<file path="config.mk">
export PLATFORM = sky130hd
export DESIGN_NAME = instr_mem_fetch
export DESIGN_NICKNAME = d
export VERILOG_FILES = /design/src/rtl/instr_mem_fetch.sv
export SDC_FILE = /design/constraint.sdc
export NUM_CORES = 1
export LEC_CHECK = 0
export ABC_AREA = 1
export CAP_MARGIN = 20
export CELL_PAD_IN_SITES_DETAIL_PLACEMENT = 1
export CELL_PAD_IN_SITES_GLOBAL_PLACEMENT = 1
export CORE_ASPECT_RATIO = 1.1
export CORE_MARGIN = 2
export CORE_UTILIZATION = 52
export CTS_CLUSTER_DIAMETER = 40
export DETAILED_ROUTE_END_ITERATION = 8
export DONT_BUFFER_PORTS = 1
export HOLD_SLACK_MARGIN = 0.03
export PLACE_DENSITY_LB_ADDON = 0.3
export SETUP_SLACK_MARGIN = 0.15
export SLEW_MARGIN = 20
export SYNTH_ARGS = -nofsm -noshare
export SYNTH_HDL_FRONTEND = slang
export SYNTH_SLANG_ARGS = --single-unit
</file>
<file path="constraint.sdc">
create_clock -name clk -period 4.7 [get_ports clk]
set_clock_uncertainty 0.1 [all_clocks]
set_input_delay 0.94 -clock clk [delete_from_list [all_inputs] [get_ports clk]]
set_output_delay 0.94 -clock clk [all_outputs]
set_load 0.02 [all_outputs]
</file>
<file path="src/rtl/instr_mem_fetch.sv">
// Instruction memory with a registered fetch port and a runtime program-load port.
// After reset, a sweep fills the memory with NOP, and then the block enters RUN.
module instr_mem_fetch #(
  parameter int              XLEN  = 32,
  parameter int              DEPTH = 32,
  parameter int              PC_W  = 32,
  parameter logic [XLEN-1:0] NOP   = XLEN'(32'h00000013),
  localparam int             AW    = $clog2(DEPTH)
) (
  input  logic            clk,
  input  logic            reset,
  output logic            ready,
  input  logic            fetch_req,
  input  logic [PC_W-1:0] pc,
  input  logic            fetch_stall,
  output logic            instr_valid,
  output logic [XLEN-1:0] instruction,
  output logic [PC_W-1:0] instr_pc,
  output logic            fetch_err,
  input  logic            prog_we,
  input  logic [AW-1:0]   prog_addr,
  input  logic [XLEN-1:0] prog_data,
  output logic            prog_ack
);

  typedef enum logic {INIT, RUN} state_e;

  state_e            state_q, state_d;
  logic [AW-1:0]     init_cnt_q, init_cnt_d;
  logic              ready_q, valid_q, valid_d, err_q, err_d, ack_q;
  logic [XLEN-1:0]   instr_q, instr_d;
  logic [PC_W-1:0]   ipc_q, ipc_d;
  logic [XLEN-1:0]   mem_q [DEPTH];

  logic              misaligned, out_of_range;
  logic [AW-1:0]     word_idx;

  assign misaligned   = |pc[1:0];
  assign out_of_range = {2'b00, pc[PC_W-1:2]} >= PC_W'(DEPTH);
  assign word_idx     = pc[AW+1:2];

  always_comb begin
    state_d    = state_q;
    init_cnt_d = init_cnt_q;
    valid_d    = valid_q;
    instr_d    = instr_q;
    ipc_d      = ipc_q;
    err_d      = err_q;
    case (state_q)
      INIT: begin
        init_cnt_d = init_cnt_q + 1'b1;
        if (init_cnt_q == AW'(DEPTH - 1)) state_d = RUN;
      end
      RUN: begin
        if (!fetch_stall) begin
          if (fetch_req) begin
            valid_d = 1'b1;
            ipc_d   = pc;
            if (misaligned || out_of_range) begin
              instr_d = NOP;
              err_d   = 1'b1;
            end else begin
              instr_d = mem_q[word_idx];
              err_d   = 1'b0;
            end
          end else begin
            valid_d = 1'b0;
            err_d   = 1'b0;
            instr_d = NOP;
          end
        end
      end
      default: state_d = INIT;
    endcase
  end

  always_ff @(posedge clk) begin
    if (reset) begin
      state_q    <= INIT;
      init_cnt_q <= '0;
      ready_q    <= 1'b0;
      valid_q    <= 1'b0;
      instr_q    <= NOP;
      ipc_q      <= '0;
      err_q      <= 1'b0;
      ack_q      <= 1'b0;
    end else begin
      state_q    <= state_d;
      init_cnt_q <= init_cnt_d;
      ready_q    <= (state_d == RUN);
      valid_q    <= valid_d;
      instr_q    <= instr_d;
      ipc_q      <= ipc_d;
      err_q      <= err_d;
      ack_q      <= (state_q == RUN) && prog_we;
    end
  end

  // The fetch above reads mem_q before this edge's write lands, giving read-before-write.
  always_ff @(posedge clk) begin
    if (!reset) begin
      if (state_q == INIT) mem_q[init_cnt_q] <= NOP;
      else if (prog_we)    mem_q[prog_addr]  <= prog_data;
    end
  end

  assign ready       = ready_q;
  assign instr_valid = valid_q;
  assign instruction = instr_q;
  assign instr_pc    = ipc_q;
  assign fetch_err   = err_q;
  assign prog_ack    = ack_q;

endmodule

</file>
==> impl_results.md <==
- Crit path capture type: flip-flop
- Worst path max stage delay: ~0.93 ns
- Setup_tns: 0 ns
- # IOs: between 100 and 150
- Fill count: between 8000 and 9000
- Post-CTS Setup Inserts: 0
- Layout cells sized above 1: 9.86%
- Primary FF master, synth: edfxtp_1
- Reg area: 32200 um^2
- Routed Antenna Nets: 0
- # hold bufs at CTS: 0
- Routed WL: around 140000 um
- Static Leakage: 17.9 nW
- Vias in the first global route: about 33000
- Via count: between 30000 and 40000
- DRT iter0 DRCs: 3371
- Max transition margin: approximately two fifths
- GRT Util Overall: 32.6%
- H-tree lvl count: 4
- Synthesized area per cell: around 12 um^2
- Final GP Congestion: between 0.7 and 0.8
- Tcrit/Tclk final: between 80% and 90%
- Die X: roughly 280 um
- Outcome: finished clean
- CTS root buf: clkbuf_16
- Global-route wire length before repair: 207000 um
- Starting Density: a little over half
- CP arrival: roughly 4.2 ns
- Full die area: 87100 um^2
- Setup violators final: 0
- F_max: between 200 and 300 MHz
- CTS tree: yes
- Final HPWL DP: 71900 um
- Core box area: ~84000 um^2
- Post_cts resized: 0
- RSZ-0062 raised after global routing: no
- Vias/cell: a little over 6
- Crit path required time: ~5.0 ns
- CP Class: flip-flop to flip-flop
- TritonRoute pass-1 iters: 5
- Crit path launch type: flip-flop
- Layout overhead on the synthesized area: 14.1%
- Seq/Total Area, Yosys: 73.1%
- HP Class: input port to flip-flop
- Initial antenna violation count: 1
- Synth Register Bits: approximately 1100
- Max Cap Violations: 0
- Crit path max-delay family: simple AND/OR/NAND/NOR gates
- Clk_lat worst skew: around 0.74 ns
- Clk sink count: 1097
- Site Rows: approximately 110
- Drt wl/cell: around 28 um
- Max-slew violation count: 0
- Synthesized net count: between 3000 and 4000
- Area of the multi-input gates: about 11000 um^2
- Commonest non-fill, non-tap cell in the layout: nand2_1
- Min cycle time layout: 3.89 ns
- Crit-path max FO: 18
- Critical path, cell by cell: inv_4 -> nor3_4 -> inv_2 -> nand2_1 -> o21ai_0 -> inv_1 -> nand3_1 -> nor2_4 -> buf_4
- Final hold slack: ~0.18 ns
- Fraction of registers with async set/reset: 0%
- Clk buf depth: 3
- Most frequent cells in the layout: 1273 x nand2_1, 1024 x edfxtp_1, 900 x nand3_1, 144 x clkbuf_16, 80 x inv_1
- Yosys warns: 0
- Pwr dens: between 400 and 500 nW/um^2
- Synth cell types: 29
- Clk slew on worst S/H paths: around 0.05 ns
- Post-Synthesis Cells: 3816
- Slowest cell on crit path: nor2_4
- Grt ovf: 0
- I/O Buffers: 0
- Largest net degree at the start of global routing: around 520
- Peak supply drop: approximately 0.33 mV
- Total CTS buffers: 138
- DRC violation count after routing: 0
- Number of synthesized flops with an enable pin: 1024
- Synthesized cell area: 44100 um^2
- Least-Margin Pin Slew: approximately 0.88 ns
- Hold Fails Final Rpt: 0
- Layout Nets: just under 4000
- Die height: just over 300 um
- CP bufs+invs: 4
synthesized netlist by cell type (all sizes together) (7+ instances only):
library cell	n	share of area, %
nor2	99	0.88
nand3	900	10
a21oi	66	0.75
o211ai	9	0.15
clkbuf	67	0.57
edfxtp	1024	70
buf	176	2.1
or2	7	0.099
inv	89	0.76
o21ai	18	0.26
nand2	1275	11
dfxtp	73	3.3
cell families (layout without fill, tap and decap cells):
family                   after synthesis  in the layout  share of synthesized area (%)
buffers and inverters                332            431                           3.48
adder cells (fa/ha/maj)                2              2                         0.0568
other                                  0              1                              0
flip-flops                          1097           1097                           73.1
AO/OA/AOI/OAI                         94             94                           1.17
AND/OR/NAND/NOR                     2291           2291                           22.2
registers in the layout, summed over array words and instances, names as in the netlist:
register / count
init_cnt_q: 5
instr_pc: 32
fetch_err: 1
prog_ack: 1
mem_q: 1024
ready: 1
instruction: 32
instr_valid: 1
path summary, 6_finish.rpt:
| path | start | end | slack (ns) | cells past startpoint |
|---|---|---|---|---|
| hold reg to reg | init_cnt_q[0]$_SDFFE_PP0N_ | init_cnt_q[0]$_SDFFE_PP0N_ | 0.41 | 2 |
| setup / recovery | ready$_SDFF_PP0_ | mem_q[27][11]$_DFFE_PP_ | 0.81 | 9 |
| hold / removal | reset | instruction[21]$_SDFFE_PP0P_ | 0.18 | 1 |
| setup reg to reg | ready$_SDFF_PP0_ | mem_q[27][11]$_DFFE_PP_ | 0.81 | 9 |
cell type report:
class / count / area share, %
Sequential cell: 1097 / 64.0
Multi-Input combinational cell: 2387 / 21.2
Clock buffer: 170 / 7.52
Tap cell: 1140 / 2.84
Timing Repair Buffer: 90 / 1.94
Clock inverter: 82 / 1.76
Inverter: 89 / 0.711
Antenna cell: 1 / 0.00497
routing by layer:
layer / vias up / track usage [%] / routed length (um)
met1: 15700 / 41.1 / 52700
met2: 1552 / 55.0 / 69600
met5: - / 0 / 0
li1: 13300 / - / -
met4: 0 / 14.6 / 6070
met3: 379 / 6.17 / 12200
report_power, final:
part           leakage (nW)  switching, mW  internal (mW)  total, mW
clock network          2.27           4.24           6.49       10.7
registers              9.11         0.0180           10.6       10.6
logic                  6.55          0.587          0.260      0.847
metrics by stage:
| stage | std cells | setup slack (ns) | util [%] | instance area (um^2) | power [mW] |
|---|---|---|---|---|---|
| final | 5056 | 0.811 | 59.6 | 50300 | 22.2 |
| after CTS | 5055 | 0.812 | 59.6 | 50300 | 22.2 |
| after floorplan | 3816 | 1.03 | - | 44100 | 11.5 |
| after global routing | 5056 | 0.521 | 59.6 | 50300 | 22.7 |
| after detailed placement | 4803 | 0.731 | 54.1 | 45600 | 11.6 |
| after global placement | 4803 | 0.750 | 54.0 | 45600 | 11.6 |
Power figures use the tool's default switching activity.
==> variant, RTL diff (same settings) <==
Set the parameter `PC_W` to 28 (it was 32).
--- a/src/rtl/instr_mem_fetch.sv
+++ b/src/rtl/instr_mem_fetch.sv
@@ -3,7 +3,7 @@
 module instr_mem_fetch #(
   parameter int              XLEN  = 32,
   parameter int              DEPTH = 32,
-  parameter int              PC_W  = 32,
+  parameter int              PC_W  = 28,
   parameter logic [XLEN-1:0] NOP   = XLEN'(32'h00000013),
   localparam int             AW    = $clog2(DEPTH)
 ) (
Ports: changed (resized instr_pc and pc); port bits go from 142 to 134. The function was not compared with the original's and may differ.
==> variant against the unedited design <==
Synthesized area decreased by 0.58%. Final area decreased by 0.42%. Total power decreased by 0.26%. Final cell count decreased by 0.24%. Wire length decreased by 2.0%. Largest cell class unchanged. Global-route usage decreased by 0.50 points. Sequential power about the same. Sequential cell count decreased by 4. Synthesized cell count decreased by 0.55%. Setup slack improved by 0.26 ns. Maximum frequency increased by 7.1%.
==> variant: results (changes against the unedited design) <==
pre-CTS setup slack -> 1.01 ns (was 0.731 ns)
first-pass GRT wire length -> 204 mm (was 207 mm)
max-slew violations -> 0 (unchanged)
largest net degree at the start of global routing -> 523 (unchanged)
share of cells above drive strength 1 -> 10.2% (was 9.86%)
synth warn -> 0 (unchanged)
CTS Buf Count -> 137 (was 138)
Port Buffer Count -> 0 (unchanged)
CP Max Fanout -> 24 (was 18)
Slew HR -> 29.8% (was 41.4%)
static leakage -> 17.9 nW (about the same)
initial DRC count -> 3,606 (was 3,371)
CTS Root Cell -> clkbuf_16 (unchanged)
VDD IR max -> 330 uV (was 325 uV)
vias in the first global route -> 32,066 (was 32,725)
Fill cells -> 8,328 (was 8,535)
WL/cell -> 27.3 microns (was 27.8 microns)
Post-synth EDFFs -> 1,024 (unchanged)
distinct cell type count after synthesis -> 27 (was 29)
Setup Buffers After CTS -> 0 (unchanged)
clock latency on the worst-skew pair -> 0.74 ns (about the same)
Final #Nets -> 3,873 (was 3,879)
HP Class -> primary input to register (unchanged)
Reg clk slew, reported paths -> 0.05 ns (about the same)
arrival time at the worst endpoint -> 3.95 ns (was 4.22 ns)
Max Cap Viol -> 0 (unchanged)
H-tree depth -> 4 (unchanged)
clk buf depth -> 3 (unchanged)
final setup fails -> 0 (unchanged)
most frequent cell after synthesis -> nand2_1 (unchanged)
GR Util All Layers -> 32.1% (was 32.6%)
Synth top cells by count -> nand2_1, edfxtp_1, nand3_1, buf_2, nor2_1 (was nand2_1, edfxtp_1, nand3_1, nor2_1, buf_2)
Remaining Overflow, GRT -> 0 (unchanged)
Initial DRT Pass Iterations -> 5 (unchanged)
post-CTS sizing -> 0 (unchanged)
number of flip-flops in the largest register -> 1,024 (unchanged)
Post-DP HPWL -> 73.4 mm (was 71.9 mm)
area growth from synthesis to layout -> 14.3% (was 14.1%)
status -> completed (unchanged)
initial antenna violation count -> 2 (was 1)
sequential element share of the synthesized area -> 73.3% (was 73.1%)
GPL Wtd Cong -> 0.799 (was 0.780)
Area contributors post-synth -> edfxtp_1, nand2_1, nand3_1, dfxtp_1, buf_2 (unchanged)
via-per-instance ratio -> 6.11 (was 6.12)
ys async rst share -> 0% (unchanged)
largest register by flop count -> mem_q (unchanged)
Max stage delay on crit path -> 0.88 ns (was 0.93 ns)
CP max stage cell -> nor2_4 (unchanged)
## variant: critical path: cells and delay by family, from the launching register on
kind,cells,cell delay (ns)
AND/OR/NAND/NOR,3,1.46
flip-flops,1,0.62
AO/OA/AOI/OAI,1,0.45
buffers and inverters,3,0.67
## variant: path summary, 6_finish.rpt
check,cells after the start,end,startpoint,slack [ns]
worst max-delay path,7,mem_q[25][20],ready,1.07
worst max register to register,7,mem_q[25][20],ready,1.07
worst min register to register,2,init_cnt_q[0],init_cnt_q[0],0.45
worst min-delay path,1,instr_pc[27],reset,0.17
## variant: kinds of logic after synthesis
kind of cell	after synthesis	synth area share, %
fa+ha+maj	2	0.0571
simple gates	2280	22.2
compound gates	90	1.10
buf+inv	330	3.28
flops	1093	73.3
## variant: metal layers
metal	global-route usage, %	share of wire, %
met1	42.6	39
met2	53.1	49
met3	5.36	8.3
met4	12.6	3.6
met5	0	0.0073
## variant: layout make-up
cell class | count | area, sq um | area share, %
Antenna cell | 1 | 2.50 | 0.00500
Clock buffer | 158 | 3680 | 7.34
Clock inverter | 93 | 956 | 1.91
Inverter | 89 | 355 | 0.709
Multi-Input combinational cell | 2372 | 10500 | 21.0
Sequential cell | 1093 | 32100 | 64.2
Tap cell | 1130 | 1410 | 2.82
Timing Repair Buffer | 108 | 1010 | 2.02
## variant: stage by stage
step                instances  hold WS (ns)  area [sq um]
CTS                      5043         0.141         50100
global placement         4792         0.409         45400
global route             5043         0.149         50100
detailed placement       4792         0.417         45400
finish                   5044         0.175         50100
floorplan                3795         0.377         43800
## variant: report_power, final
group	internal (W)	total (W)	switching, W
combinational	0.000254	0.000856	0.000602
sequential	0.0105	0.0106	0.0000178
clock	0.00644	0.0107	0.00427
